<file path="src/rtl/switch_pkg.sv">
// switch_pkg: shared types and helpers for the N_IN x N_OUT registered switch.
//   latency_t       - downstream latency estimate
//   LAT_MAX         - saturation value of latency_t
//   sat_inc()       - saturating +1 on a latency estimate
//   argmin_latency()- lowest-index minimum-latency output among a mask
package switch_pkg;

    localparam int unsigned LAT_W   = 5;
    localparam int unsigned MAX_OUT = 16;

    typedef logic [LAT_W-1:0] latency_t;

    localparam latency_t LAT_MAX = '1;

    function automatic latency_t sat_inc(input latency_t lat);
        return (lat == LAT_MAX) ? LAT_MAX : latency_t'(lat + latency_t'(1));
    endfunction

    // Returns MAX_OUT when the mask is empty.
    function automatic int unsigned argmin_latency(
        input logic     [MAX_OUT-1:0] mask,
        input latency_t [MAX_OUT-1:0] lats
    );
        int unsigned best;
        latency_t    best_lat;
        best     = MAX_OUT;
        best_lat = LAT_MAX;
        for (int unsigned i = 0; i < MAX_OUT; i++) begin
            // Strict compare keeps the lowest index on ties.
            if (mask[i] && ((best == MAX_OUT) || (lats[i] < best_lat))) begin
                best     = i;
                best_lat = lats[i];
            end
        end
        return best;
    endfunction

endpackage

</file>
<file path="src/rtl/switch_out_slot.sv">
// switch_out_slot: single-entry registered output slot.
//   clk, rst   - clock, synchronous active-high reset
//   load, din  - write din into the slot (wins over drain)
//   drain      - downstream consumed the current token
//   valid, data- registered slot contents
module switch_out_slot #(
    parameter int unsigned DWIDTH = 16
) (
    input  logic              clk,
    input  logic              rst,
    input  logic              load,
    input  logic              drain,
    input  logic [DWIDTH-1:0] din,
    output logic              valid,
    output logic [DWIDTH-1:0] data
);

    // Slot register: load refills even in the cycle it drains.
    always_ff @(posedge clk) begin
        if (rst) begin
            valid <= 1'b0;
            data  <= '0;
        end else if (load) begin
            valid <= 1'b1;
            data  <= din;
        end else if (drain) begin
            valid <= 1'b0;
        end
    end

endmodule

</file>
<file path="src/rtl/switch_nxm_reg.sv">
// switch_nxm_reg: N_IN x N_OUT switch with one registered slot per output.
// Inputs are visited round-robin from rr_ptr; each valid input takes the
// available slot with the lowest downstream latency.
//   clk, rst                  - clock, synchronous active-high reset
//   in_valid/in_data/in_ready - upstream token handshake (ready is combinational)
//   in_latency                - best downstream latency + 1, same on every lane
//   out_valid/out_data        - registered output slots
//   out_ready, out_latency    - downstream accept and per-output latency
module switch_nxm_reg
    import switch_pkg::*;
#(
    parameter int unsigned N_IN                = 2,
    parameter int unsigned N_OUT               = 2,
    parameter int unsigned DWIDTH              = 16,
    parameter int unsigned LATENCY_COUNT_WIDTH = LAT_W
) (
    input  logic                             clk,
    input  logic                             rst,
    input  logic [N_IN-1:0]                  in_valid,
    input  logic [N_IN*DWIDTH-1:0]           in_data,
    output logic [N_IN-1:0]                  in_ready,
    output logic [N_IN*LATENCY_COUNT_WIDTH-1:0] in_latency,
    output logic [N_OUT-1:0]                 out_valid,
    output logic [N_OUT*DWIDTH-1:0]          out_data,
    input  logic [N_OUT-1:0]                 out_ready,
    input  logic [N_OUT*LATENCY_COUNT_WIDTH-1:0] out_latency
);

    localparam int unsigned LCW   = LATENCY_COUNT_WIDTH;
    localparam int unsigned PTR_W = (N_IN > 1) ? $clog2(N_IN) : 1;

    logic [PTR_W-1:0]              rr_ptr;
    logic [PTR_W-1:0]              rr_ptr_nxt;
    logic [N_IN-1:0]               grant;
    logic [N_OUT-1:0]              load;
    logic [N_OUT-1:0]              drain;
    logic [N_OUT-1:0][DWIDTH-1:0]  slot_din;
    latency_t [MAX_OUT-1:0]        lats;
    latency_t                      lat_min;

    // Unpack downstream latencies; unused entries stay masked off in grant.
    always_comb begin
        lats = '0;
        for (int unsigned j = 0; j < N_OUT; j++) begin
            lats[j] = latency_t'(out_latency[j*LCW +: LCW]);
        end
    end

    // Advertised latency: independent of slot state and reset.
    always_comb begin
        lat_min = LAT_MAX;
        for (int unsigned j = 0; j < N_OUT; j++) begin
            if (lats[j] < lat_min) begin
                lat_min = lats[j];
            end
        end
        for (int unsigned i = 0; i < N_IN; i++) begin
            in_latency[i*LCW +: LCW] = LCW'(sat_inc(lat_min));
        end
    end

    // Round-robin grant: each valid input claims the best still-free slot.
    always_comb begin
        logic [MAX_OUT-1:0] avail;
        logic               found;
        int unsigned        idx;
        int unsigned        sel;

        grant      = '0;
        load       = '0;
        slot_din   = '0;
        rr_ptr_nxt = rr_ptr;
        found      = 1'b0;
        avail      = '0;
        idx        = 0;
        sel        = 0;

        for (int unsigned j = 0; j < N_OUT; j++) begin
            avail[j] = !out_valid[j] || out_ready[j];
        end

        if (!rst) begin
            for (int unsigned k = 0; k < N_IN; k++) begin
                idx = 32'(rr_ptr) + k;
                if (idx >= N_IN) begin
                    idx = idx - N_IN;
                end
                if (in_valid[idx] && (avail != '0)) begin
                    sel             = argmin_latency(avail, lats);
                    grant[idx]      = 1'b1;
                    load[sel]       = 1'b1;
                    slot_din[sel]   = in_data[idx*DWIDTH +: DWIDTH];
                    avail[sel]      = 1'b0;
                    if (!found) begin
                        found      = 1'b1;
                        rr_ptr_nxt = PTR_W'((idx + 1) % N_IN);
                    end
                end
            end
        end
    end

    assign in_ready = grant;
    assign drain    = out_valid & out_ready;

    // Fairness pointer: restarts after the first granted input.
    always_ff @(posedge clk) begin
        if (rst) begin
            rr_ptr <= '0;
        end else begin
            rr_ptr <= rr_ptr_nxt;
        end
    end

    for (genvar j = 0; j < N_OUT; j++) begin : g_slot
        switch_out_slot #(
            .DWIDTH (DWIDTH)
        ) u_slot (
            .clk   (clk),
            .rst   (rst),
            .load  (load[j]),
            .drain (drain[j]),
            .din   (slot_din[j]),
            .valid (out_valid[j]),
            .data  (out_data[j*DWIDTH +: DWIDTH])
        );
    end

endmodule
</file>
<file path="config.mk">
export PLATFORM = sky130hd
export DESIGN_NAME = switch_nxm_reg
export DESIGN_NICKNAME = d
export VERILOG_FILES = /design/src/rtl/switch_pkg.sv /design/src/rtl/switch_out_slot.sv /design/src/rtl/switch_nxm_reg.sv
export SDC_FILE = /design/constraint.sdc
export NUM_CORES = 1
export LEC_CHECK = 0
export ABC_CLOCK_PERIOD_IN_PS = 4300
export CORE_MARGIN = 8
export CORE_UTILIZATION = 35
export CTS_CLUSTER_SIZE = 20
export DETAILED_ROUTE_END_ITERATION = 7
export PLACE_DENSITY = 0.73
export SYNTH_ARGS = -nofsm -noshare
export SYNTH_HDL_FRONTEND = slang
export SYNTH_SLANG_ARGS = --single-unit
export TNS_END_PERCENT = 10
</file>
<file path="constraint.sdc">
create_clock -name clk -period 4.3 [get_ports clk]
set_clock_uncertainty 0.1 [all_clocks]
set_input_delay 0.86 -clock clk [delete_from_list [all_inputs] [get_ports clk]]
set_output_delay 0.86 -clock clk [all_outputs]
set_load 0.05 [all_outputs]
</file>
==> impl_metrics.ini <==
[drt]
drc_errors = 0
drt_iter0_markers = 103
drt-total-wl_mm = 8.04
wl_per_cell_um = 16.6
dr.pass1.iters = 4
ant_nets = 0
vias = 2607
vias_per_cell = 5.39

[yosys]
synth.avg_cell_area_um2 = 9.19
synth_common_cells = 35 x dfxtp_1, 28 x nor2_1, 26 x mux2i_1
synth_warnings = 0
syn_area_mm2 = 0.00255
ys.flop_type = dfxtp_1
synth-seq-area-share = 0.275
yosysTopAreaCell = dfxtp_1
synth_top_area_share = 0.275
synth-seq-cells = 35
synthArstFlopShare = 0
synth_most_common_cell = dfxtp_1
synth-edff-count = 0
syn_nets = 339
synthCells = 277
post_synth_main_area_contributors = dfxtp_1 28%, mux2i_1 10%, mux2_2 8.0%
yosysUniqueCellTypes = 49

[power_and_ir_drop]
switching_share = 0.469
netSwitchingPower_mw = 1.04
power_density_mw_per_mm2 = 556
peakVddDrop_v = 0.000177
power_frac_seq = 0.226
leakagePower_nw = 1.69
p_int_mw = 1.17
p_comb_frac = 0.667
clkPwrFrac = 0.107

[setup_path]
required_ns = 3.34
rrSetupSlack_ns = 0.85
end_kind = output pin
crit_path_max_incr_delay_ns = 0.48
crit_arrival_ns = 3.24
path_max_fanout = 3
crit_chain = clkdlybuf4s50_1 -> buf_4 -> inv_1 -> ha_1 -> a21oi_2 -> o21ai_4 -> mux2_2 -> ha_4 -> nand4_1 -> mux2i_1 -> or2_2 -> buf_4
rr_worst_depth = 15
crit_top_cell = buf_4
r2r-start = g_slot[0].u_slot.valid
r2r-end = g_slot[0].u_slot.data[15]
critPathLaunchType = primary input
crit_slowest_cell = clkdlybuf4s50_1
crit_type = in -> out

[placement]
placed_cells = 476
post-dp-hpwl_mm = 6.31
placed_area_mm2 = 0.00383
gp_congestion = 0.844
port_buffers = 93

[die]
fp.dieArea_mm2 = 0.0103
start_util = 0.357
coreArea_mm2 = 0.00714
die_w_um = 101
io_pins = 94
rows = 31
die_h_um = 101

[timing]
drv_slew = 0
fin_crit_ns = 4.20
rsz0062_at_grt = no
fmax_mhz = 238
hold_viol_final = 0
fin_crit_sh = 0.977
slew_headroom = 0.576
tightest_slew_ns = 0.636
finalSetupViolations = 0

[min_path]
hp-class = reg -> reg
min_from = g_slot[1].u_slot.data[6]
holdPathStages = 1
hold_path_end = g_slot[1].u_slot.data[6]

[grt]
grt_overflow = 0
grt_antenna_before_repair = 0
grt_util_all_layers = 0.151
grt_pass1_wl_mm = 12.7
grt_start_max_net_pins = 35
grt_pass1_vias = 2679

[clocking]
path_clk_slew_ns = 0.07
cts_sinks = 35
tritoncts = done
cts_made_buffers = 5
clock_path_buffers = 2
h-tree-depth = 2
insertion_delay_ns = 0.28
cts_hold_buffers = 0
clockRootBuffer = clkbuf_8

[finish]
drive_gt1_frac = 0.275
syn2layout_area_growth_pct = 56.1
fillers = 633
stdcell_count = 484
regArea_um2 = 702
diodes = 0
nNetsFinal = 447
multi_input_area_mm2 = 0.00173
fin_area_mm2 = 0.00398

[run]
maxCapViolCount = 0

[run_status]
outcome = finished, final reports clean
[metrics by stage]
| stage | setup WS [ns] | utilization | setup TNS (ns) | hold slack, ns | power (mW) |
|---|---|---|---|---|---|
| 5_1_grt | 0.0000400 | 0.557 | 0 | 0.402 | 2.32 |
| 2_1_floorplan | 0.0264 | - | 0 | 0.632 | 1.47 |
| 3_3_place_gp | -0.112 | 0.536 | -2.69 | 0.355 | 1.93 |
| 6_report | 0.100 | 0.557 | 0 | 0.370 | 2.21 |
| 4_1_cts | -0.0452 | 0.549 | -0.291 | 0.373 | 2.20 |
| 3_5_place_dp | -0.200 | 0.536 | -4.89 | 0.356 | 1.96 |
[flip-flops by register name, summed over array words and instances (netlist names)]
| register | flops |
|---|---|
| g_slot.u_slot.valid | 2 |
| rr_ptr | 1 |
| g_slot.u_slot.data | 32 |
[logic make-up (layout without fill, tap and decap cells)]
group           count (synthesis)  in the layout  share of synthesized area
buf+inv                        32            140                     0.0713
xor+xnor                        2              2                    0.00688
fa+ha+maj                      14             14                     0.0688
mux                            44             44                      0.182
flops                          35             35                      0.275
simple gates                   67             67                      0.137
compound gates                 83             83                      0.259
[power groups by stage]
stage          Sequential, mW  Clock (mW)  Combinational [mW]
2_1_floorplan           0.826           0               0.649
3_3_place_gp            0.503           0                1.43
3_5_place_dp            0.504           0                1.45
4_1_cts                 0.498       0.243                1.46
5_1_grt                 0.510       0.258                1.55
6_report                0.499       0.236                1.47
[worst max-delay path, delay by kind of cell]
family	cells	cell delay (ns)
compound gates	2	0.24
fa+ha+maj	2	0.44
buf+inv	4	0.81
mux	2	0.48
simple gates	2	0.39
[area by class of cell]
class                   instances  share of cell area
clock inverters                 1             0.00126
flip-flops and latches         35               0.177
clock buffers                   6              0.0208
inverters                       7             0.00661
repair buffers                126               0.328
multi-input cells             210               0.435
well taps                      99              0.0312
[cell usage in the layout, fill, tap and decap left out, types with 2 or more instances in the layout]
cell type,synthesis,routed
clkdlybuf4s50_1,0,75
dfxtp_1,35,34
buf_4,8,33
nor2_1,28,28
mux2i_1,26,25
a21oi_1,24,20
mux2_2,18,18
a221o_1,14,14
o221a_2,14,14
ha_1,14,13
buf_12,0,11
nand2_1,10,9
inv_1,7,7
clkbuf_8,0,6
dlymetal6s2s_1,0,6
a21o_1,5,5
a21oi_2,0,4
nand4_1,4,4
nand3_1,4,4
a211oi_1,4,4
and3_1,4,4
o21ai_0,3,3
nand2b_1,3,2
o21a_1,2,2
xnor2_1,2,2
a211o_1,2,2
a31oi_1,3,2
[metal layers]
metal	up-vias	global-route usage	share of wire
li1	1268	-	-
met1	1223	0.177	0.44
met2	106	0.260	0.46
met3	10	0.0399	0.079
met4	0	0.0458	0.017
met5	-	0	0
[repair_timing]
action,CTS,global route
pin swaps,0,4
gates resized for setup,1,13
setup buffers,0,1
endpoints found under the setup margin,8,41
endpoints found under the hold margin,0,0
[how the worst max path moves through the flow]
| stage | start | cells past startpoint | end | slack [ns] |
|---|---|---|---|---|
| 2_1_floorplan | out_latency[2] | 11 | in_latency[9] | 0.03 |
| 3_3_place_gp | out_ready[0] | 16 | g_slot[0].u_slot.data[10] | -0.11 |
| 3_5_place_dp | out_ready[0] | 16 | g_slot[0].u_slot.data[15] | -0.20 |
| 4_1_cts | out_latency[4] | 13 | in_latency[5] | -0.05 |
| 5_1_grt | out_ready[0] | 16 | g_slot[0].u_slot.data[6] | 0.00004 |
| 6_report | out_latency[2] | 12 | in_latency[6] | 0.10 |
No activity file was read; power rests on OpenSTA's default activity.
